`config.mk`:
```
export PLATFORM = sky130hd
export DESIGN_NAME = reg_dest_scoreboard
export DESIGN_NICKNAME = d
export VERILOG_FILES = /design/src/rtl/reg_dest_scoreboard.sv
export SDC_FILE = /design/constraint.sdc
export NUM_CORES = 1
export LEC_CHECK = 0
export CORE_MARGIN = 2
export CORE_UTILIZATION = 55
export CTS_BUF_LIST = sky130_fd_sc_hd__clkbuf_2
export DETAILED_ROUTE_END_ITERATION = 10
export PLACE_DENSITY = 0.88
export SETUP_SLACK_MARGIN = 0.3
export SYNTH_ARGS = -nofsm -noshare
export SYNTH_HDL_FRONTEND = slang
export SYNTH_SLANG_ARGS = --single-unit
```
`constraint.sdc`:
```
create_clock -name clk -period 3.45 [get_ports clk]
set_input_delay 0.5175 -clock clk [delete_from_list [all_inputs] [get_ports clk]]
set_output_delay 0.5175 -clock clk [all_outputs]
set_load 0.005 [all_outputs]
```
`src/rtl/reg_dest_scoreboard.sv`:
```
// Register-destination select with an in-order pending-write queue.
// Exposes a pending-register mask and source-operand stall flags to control.
module reg_dest_scoreboard #(
  parameter int unsigned ADDR_W   = 5,
  parameter int unsigned NUM_REGS = 32,
  parameter int unsigned LINK_A   = 31,
  parameter int unsigned LINK_B   = 29,
  parameter int unsigned DEPTH    = 4
) (
  input  logic                clk,
  input  logic                reset,
  input  logic [1:0]          regDest,
  input  logic [ADDR_W-1:0]   rt,
  input  logic [ADDR_W-1:0]   rd,
  input  logic                issue,
  input  logic                wb_valid,
  input  logic [ADDR_W-1:0]   src_a,
  input  logic [ADDR_W-1:0]   src_b,
  output logic [ADDR_W-1:0]   dest_addr,
  output logic                dest_valid,
  output logic [ADDR_W-1:0]   wb_addr,
  output logic [NUM_REGS-1:0] pend_mask,
  output logic                stall_a,
  output logic                stall_b,
  output logic                issue_ready,
  output logic                full,
  output logic                empty,
  output logic                wb_underflow
);

  localparam int unsigned PTR_W = $clog2(DEPTH);

  logic [ADDR_W-1:0] mem_q [DEPTH];
  logic [PTR_W-1:0]  head_q, tail_q;
  logic [PTR_W:0]    count_q;
  logic [ADDR_W-1:0] dest_addr_q;
  logic              dest_valid_q;
  logic              wb_underflow_q;

  logic [ADDR_W-1:0] sel;
  logic              accept, push, pop;

  always_comb begin
    sel = rt;
    unique case (regDest)
      2'b00: sel = rt;
      2'b01: sel = rd;
      2'b10: sel = ADDR_W'(LINK_A);
      2'b11: sel = ADDR_W'(LINK_B);
    endcase
  end

  assign full        = (count_q == (PTR_W + 1)'(DEPTH));
  assign empty       = (count_q == '0);
  assign issue_ready = !full || wb_valid;
  assign accept      = issue && issue_ready;
  // $zero is never a real write target, so it is not tracked.
  assign push        = accept && (sel != '0);
  assign pop         = wb_valid && !empty;

  assign wb_addr = empty ? '0 : mem_q[head_q];

  always_comb begin
    pend_mask = '0;
    for (int unsigned i = 0; i < DEPTH; i++) begin
      if (i < 32'(count_q)) begin
        pend_mask[mem_q[head_q + PTR_W'(i)]] = 1'b1;
      end
    end
    pend_mask[0] = 1'b0;
  end

  // No bypass: a pop this cycle still stalls until the entry is gone.
  assign stall_a = pend_mask[src_a];
  assign stall_b = pend_mask[src_b];

  always_ff @(posedge clk or negedge reset) begin
    if (!reset) begin
      for (int unsigned i = 0; i < DEPTH; i++) begin
        mem_q[i] <= '0;
      end
      head_q         <= '0;
      tail_q         <= '0;
      count_q        <= '0;
      dest_addr_q    <= '0;
      dest_valid_q   <= 1'b0;
      wb_underflow_q <= 1'b0;
    end else begin
      dest_valid_q <= accept;
      if (accept) begin
        dest_addr_q <= sel;
      end
      if (push) begin
        mem_q[tail_q] <= sel;
        tail_q        <= tail_q + 1'b1;
      end
      if (pop) begin
        head_q <= head_q + 1'b1;
      end
      if (push && !pop) begin
        count_q <= count_q + 1'b1;
      end else if (pop && !push) begin
        count_q <= count_q - 1'b1;
      end
      if (wb_valid && empty) begin
        wb_underflow_q <= 1'b1;
      end
    end
  end

  assign dest_addr    = dest_addr_q;
  assign dest_valid   = dest_valid_q;
  assign wb_underflow = wb_underflow_q;

endmodule

```
==> results_dict.tcl, run 1 <==
set metrics [dict create \
    status "stopped before the end" \
    stop_stage "global routing" \
    firstError "[ERROR GRT-0116] Global routing finished with congestion. Check the congestion regions in the DRC Viewer." \
    yosysTopAreaCell "dfrtp_1" \
    synth_top_area_frac 0.212 \
    synth.distinct_cells 70 \
    synthesis.nets 505 \
    place_ws_ps -494 \
    die_x_um 89.5 \
    ios 75 \
    avgSynthCellArea_um2 8.55 \
    gp_congestion 1.16 \
    initial_utilization 0.560 \
    synth.cell_area_mm2 0.00402 \
    port_buffers 73 \
    htreeDepth 2 \
    yosys_warnings 0 \
    ys_seq_area_frac 0.212 \
    gr-total-overflow 26 \
    ys_seq_elements 34 \
    ys.flop_type "dfrtp_1" \
    dp_hpwl_mm 12.6 \
    grt_first_pass_wirelength_mm 44.9 \
    clock_sinks 34 \
    post-synth-top-count-cell "nand2_1" \
    grt_max_degree 35 \
    synthTopCellsByCount "46 x nand2_1, 39 x inv_1, 34 x dfrtp_1" \
    postSynthCellCount 470 \
    clock_path_buffers 2 \
    async_reset_ff_frac 1.00 \
    numCtsBuffers 5 \
    rows 31 \
    synthTopCellsByArea "dfrtp_1 21%, mux4_2 13%, nand2_1 4.3%, o22ai_1 3.7%, inv_1 3.6%" \
    grt_pass1_vias 7211 \
    grt_usage 0.768 \
    cts-root-buf "clkbuf_2" \
    fp.dieH_um 89.5 \
    hold_buffers 0 \
    synth_edf_count 0 \
]
==> repair_timing <==
| action | 4_1_cts |
|---|---|
| gates cloned | 3 |
| endpoints found under the setup margin | 33 |
| resized for setup | 205 |
| buffers inserted | 34 |
| pin swaps | 43 |
==> metal layers <==
metal	track usage	GRT overflow
met5	0.299	1
met4	0.745	15
met3	0.645	1
met2	0.911	9
met1	0.774	0
==> metrics by stage <==
step / TNS, ps / cell area, um^2 / std cells
after floorplan: 0 / 4040 / 470
after global placement: -760 / 5810 / 757
after detailed placement: -934 / 5810 / 757
after CTS: -3700 / 6780 / 802
==> kinds of logic after synthesis <==
group	count (synthesis)	synth area share
and+or+nand+nor	193	0.265
AOI/OAI and AO/OA	122	0.214
buffers and inverters	61	0.0707
muxes	44	0.196
DFF	34	0.212
adders and majority gates	9	0.0280
xor gates and xnor gates	6	0.0131
other	1	0.000933
==> inputs of run 2 (changes only) <==
- CORE_UTILIZATION: 55 -> 40
- CTS_BUF_LIST: sky130_fd_sc_hd__clkbuf_2 -> default
- PLACE_DENSITY: 0.88 -> default
- PLACE_DENSITY_LB_ADDON: default -> 0.15
- SETUP_SLACK_MARGIN: 0.3 -> default
==> results_dict.tcl, run 2 <==
set metrics [dict create \
    setup_ws_ps -435 \
    grt_util_met1 0.373 \
    vias_per_cell 5.96 \
    avgSynthCellArea_um2 8.55 \
    grt_max_degree 35 \
    ant_nets 0 \
    layout_commonest_cell "buf_4" \
    cts-root-buf "clkbuf_8" \
    rr_startpoint "count_q[0]" \
    cts_tree "yes" \
    wl_per_cell_um 21.5 \
    dp_hpwl_mm 13.9 \
    relSlewSlack 0.551 \
    final-setup-viol-count 17 \
    rsz0062_at_grt "yes" \
    grt_pass1_vias 5300 \
    fin_crit_sh 1.13 \
    stdcell_area_mm2 0.00745 \
    synth.distinct_cells 70 \
    fin_skew_ps 6.59 \
    largest_reg_flops 20 \
    n_antenna_cell 0 \
    maxCapViolations 0 \
    finalWirelength_mm 18.9 \
    worst_ep_arrival_time_ps 3370 \
    drcViolationCount 0 \
    status "finished, violations left" \
    numCtsBuffers 5 \
    worstMarginPinSlew_ps 668 \
    yosysTopAreaCell "dfrtp_1" \
    postSynthCellCount 470 \
    grt_usage 0.338 \
    ys.flop_type "dfrtp_1" \
    grt.met3_usage 0.0495 \
    dieArea_mm2 0.0109 \
    ys_seq_area_frac 0.212 \
    grt_use_met2 0.608 \
    drt_iter0_markers 235 \
    synthTopCellsByCount "46 x nand2_1, 39 x inv_1, 34 x dfrtp_1" \
    yosys_warnings 0 \
    busiest_layer "met2" \
    violations "setup timing" \
    clock_sinks 34 \
    layout.nets 781 \
    hold_path_class "register to register" \
    start_kind "register" \
    hold_violations 0 \
    rows 36 \
    cp-startpoint "head_q[0]" \
    core_area_mm2 0.00977 \
    min_period_ps 3880 \
    synth.cell_area_mm2 0.00402 \
    fp.dieH_um 104 \
    syn2layout_area_growth_pct 85.3 \
    post-synth-top-count-cell "nand2_1" \
    setup.worst_path.end_class "output pin" \
    clock_path_buffers 2 \
    fmax_mhz 257 \
    htreeDepth 2 \
    hold_start "wb_underflow" \
    hold_buffers 0 \
    gp_congestion 1.05 \
    clock_latency_ps 300 \
    most-common-layout-cells "175 x buf_4, 51 x clkdlybuf4s50_1, 44 x nand2_1, 39 x buf_6, 38 x inv_1" \
    antenna_found_initial 0 \
    port_buffers 73 \
    crit_fanout 5 \
    gr-total-overflow 0 \
    slew_viol_final 0 \
    grt_first_pass_wirelength_mm 28.6 \
    die_x_um 104 \
    synthesis.nets 505 \
    ys_seq_elements 34 \
    placed_cell_area_mm2 0.00602 \
    synth_edf_count 0 \
    drtPass1Iterations 5 \
    synth_top_area_frac 0.212 \
    required_ps 2930 \
    criticalPathCategory "register to output pin" \
    ios 75 \
    drive_gt1_frac 0.519 \
    async_reset_ff_frac 1.00 \
    clkTransAtPathRegs_ps 70 \
    largest-register "mem_q" \
    vias 5240 \
    synthTopCellsByArea "dfrtp_1 21%, mux4_2 13%, nand2_1 4.3%, o22ai_1 3.7%, inv_1 3.6%" \
    initial_utilization 0.411 \
]
-- run 2: cell counts after synthesis --
Identical to the previous run, type by type.
-- run 2: repair_timing --
| action | 4_1_cts | 5_1_grt |
|---|---|---|
| gates resized for setup | 159 | 75 |
| cloned | 2 | 0 |
| endpoints found under the setup margin | 32 | 31 |
| buffers inserted | 46 | 7 |
| pin swaps | 34 | 26 |
-- run 2: area by class of cell --
cell class | instances | area (um^2)
clock buffers | 6 | 72.6
clock inverters | 1 | 7.51
fillers | 731 | 2330
inverters | 39 | 146
multi-input cells | 375 | 3630
flip-flops and latches | 34 | 852
well taps | 133 | 166
repair buffers | 291 | 2570
-- run 2: logic make-up (layout without fill, tap and decap cells) --
group	after synthesis	count (layout)	synth area share
buf+inv	61	337	0.0707
fa+ha+maj	9	9	0.0280
compound gates	122	122	0.214
flops	34	34	0.212
simple gates	193	193	0.265
other cells	1	1	0.000933
mux	44	44	0.196
xor+xnor	6	6	0.0131
-- run 2: path summary, 6_finish.rpt --
kind / end / cells after the start / slack, ps
setup / recovery: stall_a / 12 / -430
hold / removal: wb_underflow / 1 / 460
setup reg to reg: count_q[2] / 11 / 1180
hold reg to reg: wb_underflow / 1 / 460
max in group asynchronous: head_q[0] / 2 / 2500
min in group asynchronous: wb_underflow / 2 / 620
-- run 2: metrics by stage --
stage                     TNS, ps  hold slack (ps)  cells  setup slack [ps]   util
final                       -2900              457    879              -435  0.762
after global routing        -4190              474    879              -498  0.762
after CTS                   -2490              465    872              -348  0.723
after detailed placement    -1720              449    818              -624  0.616
after global placement      -1640              436    818              -661  0.616
after floorplan                 0              222    470               210      -
-- run 2: critical path: stages, from the launching register on --
cell,delay [ps]
dfrtp_2,470
buf_6,130
mux4_2,570
buf_6,170
nand3b_1,200
buf_4,180
o2bb2ai_1,180
a211oi_1,100
mux4_2,480
a32o_1,210
nand2_1,60
and4b_1,200
buf_2,120
-- run 2: routing by layer --
metal	routed length (um)	vias to the layer above	share of wire
li1	-	2345	-
met1	6880	2517	0.36
met2	9490	283	0.50
met3	1220	95	0.064
met4	1330	0	0.070
met5	0	-	0
Power of run 2 is not shown: default switching activity piles up to over one toggle a cycle in this logic, so the estimate is an artifact.
==> inputs of run 3 (changes only) <==
--- a/config.mk
+++ b/config.mk
@@ -10,4 +10,6 @@
 export DETAILED_ROUTE_END_ITERATION = 10
 export PLACE_DENSITY_LB_ADDON = 0.15
+export RECOVER_POWER = 100
+export SETUP_SLACK_MARGIN = 0.1
 export SYNTH_ARGS = -nofsm -noshare
 export SYNTH_HDL_FRONTEND = slang
==> constraint.sdc (replaced) <==
create_clock -name clk -period 3.45 [get_ports clk]
set_input_delay 0.5175 -clock clk [delete_from_list [all_inputs] [get_ports clk]]
set_output_delay 0.5175 -clock clk [all_outputs]
set_load 0.01 [all_outputs]
==> results_dict.tcl, run 3 (synthesis results as in run 2) <==
set metrics [dict create \
    min_period_ps 3820 \
    n_antenna_cell 0 \
    setup.worst_path.end_class "output pin" \
    drt_iter0_markers 362 \
    grt_first_pass_wirelength_mm 27.9 \
    finalWirelength_mm 17.8 \
    fmax_mhz 262 \
    clock_sinks 34 \
    syn2layout_area_growth_pct 69.0 \
    wl_per_cell_um 20.7 \
    layout_commonest_cell "buf_4" \
    critPathMaxStageDelay_ps 550 \
    crit_fanout 5 \
    cts-root-buf "clkbuf_8" \
    worstMarginPinSlew_ps 1800 \
    hold_path_class "register to register" \
    path_cells "buf_4 > mux4_2 > buf_4 > or3b_4 > o22ai_2 > nor3_2 > mux4_2 > a32o_1 > nand2_1 > and4b_1 > buf_2" \
    cts_tree "yes" \
    criticalPathCategory "register to output pin" \
    layout.nets 758 \
    fin_crit_sh 1.11 \
    fin_util 0.695 \
    gp_congestion 1.04 \
    most-common-layout-cells "175 x buf_4, 45 x nand2_1, 39 x inv_1, 32 x dfrtp_1, 28 x mux4_2" \
    dp_hpwl_mm 13.6 \
    largest_reg_flops 20 \
    slowest_stage "mux4_2" \
    drcViolationCount 0 \
    hold_buffers 0 \
    drive_gt1_frac 0.429 \
    hold_violations 0 \
    relSlewSlack -0.202 \
    clkTransAtPathRegs_ps 60 \
    clock_path_buffers 2 \
    final-setup-viol-count 6 \
    violations "capacitance limit, slew limit, setup timing" \
    antenna_found_initial 0 \
    gr-total-overflow 0 \
    ant_nets 0 \
    port_buffers 73 \
    numCtsBuffers 5 \
    maxCapViolations 1 \
    slew_viol_final 35 \
    vias_per_cell 5.89 \
    initial_utilization 0.411 \
    status "finished, violations left" \
    start_kind "register" \
    fin_skew_ps 10.4 \
    grt_usage 0.328 \
    htreeDepth 2 \
    grt_max_degree 35 \
    clock_latency_ps 280 \
    vias 5044 \
    grt_pass1_vias 5087 \
    die_x_um 104 \
    setup_ws_ps -367 \
    fp.dieH_um 104 \
    rows 36 \
    core_area_mm2 0.00977 \
    worst_ep_arrival_time_ps 3300 \
    ios 75 \
    drtPass1Iterations 5 \
    required_ps 2930 \
    largest-register "mem_q" \
    dieArea_mm2 0.0109 \
    rsz0062_at_grt "yes" \
]
==> run 3: cell count changes in the layout (fill, tap and decap cells not counted), sizes merged <==
cell	change
dlygate4sd3	+17
bufbuf	+1
clkdlybuf4s50	-26
clkdlybuf4s15	+3
mux4	+2
dlygate4sd2	+13
clkbuf	+4
dlymetal6s2s	-4
buf	-33
==> run 3: stage by stage <==
stage / TNS, ps / cells / instance area (um^2) / setup WS (ps) / hold slack (ps)
2_1_floorplan: 0 / 470 / 4020 / 171 / 222
6_report: -1260 / 856 / 6790 / -367 / 461
4_1_cts: -1120 / 852 / 6710 / -339 / 471
3_3_place_gp: -1880 / 817 / 6010 / -606 / 439
5_1_grt: -1900 / 856 / 6790 / -477 / 493
3_5_place_dp: -2190 / 817 / 6010 / -628 / 456
==> run 3: worst max-delay path: cells and delay by family, from the launching register on <==
family	cells	cell delay, ps
compound gates	2	370
flops	1	420
simple gates	4	720
buf+inv	3	470
mux	2	1050
==> run 3: path summary, 6_finish.rpt <==
path                       slack (ps)  cells past startpoint           end    startpoint
max reg2reg                       930                     12    count_q[2]    count_q[0]
min reg2reg                       460                      1  wb_underflow  wb_underflow
max in group asynchronous        1010                      2     head_q[0]         reset
max                              -370                     11       stall_a     head_q[0]
min in group asynchronous        1250                      2    count_q[0]         reset
min                               460                      1  wb_underflow  wb_underflow
==> run 3: routing by layer <==
metal  wire [um]  global-route usage  part of all wire
met1        6650               0.376              0.37
met2        8810               0.568              0.50
met3        1220              0.0602             0.069
met4        1070               0.196             0.060
met5           0                   0                 0
==> run 3: area by class of cell <==
cell class              count  area (um^2)
clock inverters             1         7.51
well taps                 133          166
multi-input cells         377         3340
flip-flops and latches     34          853
clock buffers               6         72.6
fillers                   821         2980
inverters                  39          146
repair buffers            266         2210
==> run 3: repair_timing <==
item	4_1_cts	5_1_grt
hold endpoints to repair	0	0
cloned	3	0
pin swaps	21	5
setup buffers	25	4
resized for setup	122	26
endpoints found under the setup margin	33	26
Power of run 3 is left out for the same reason.
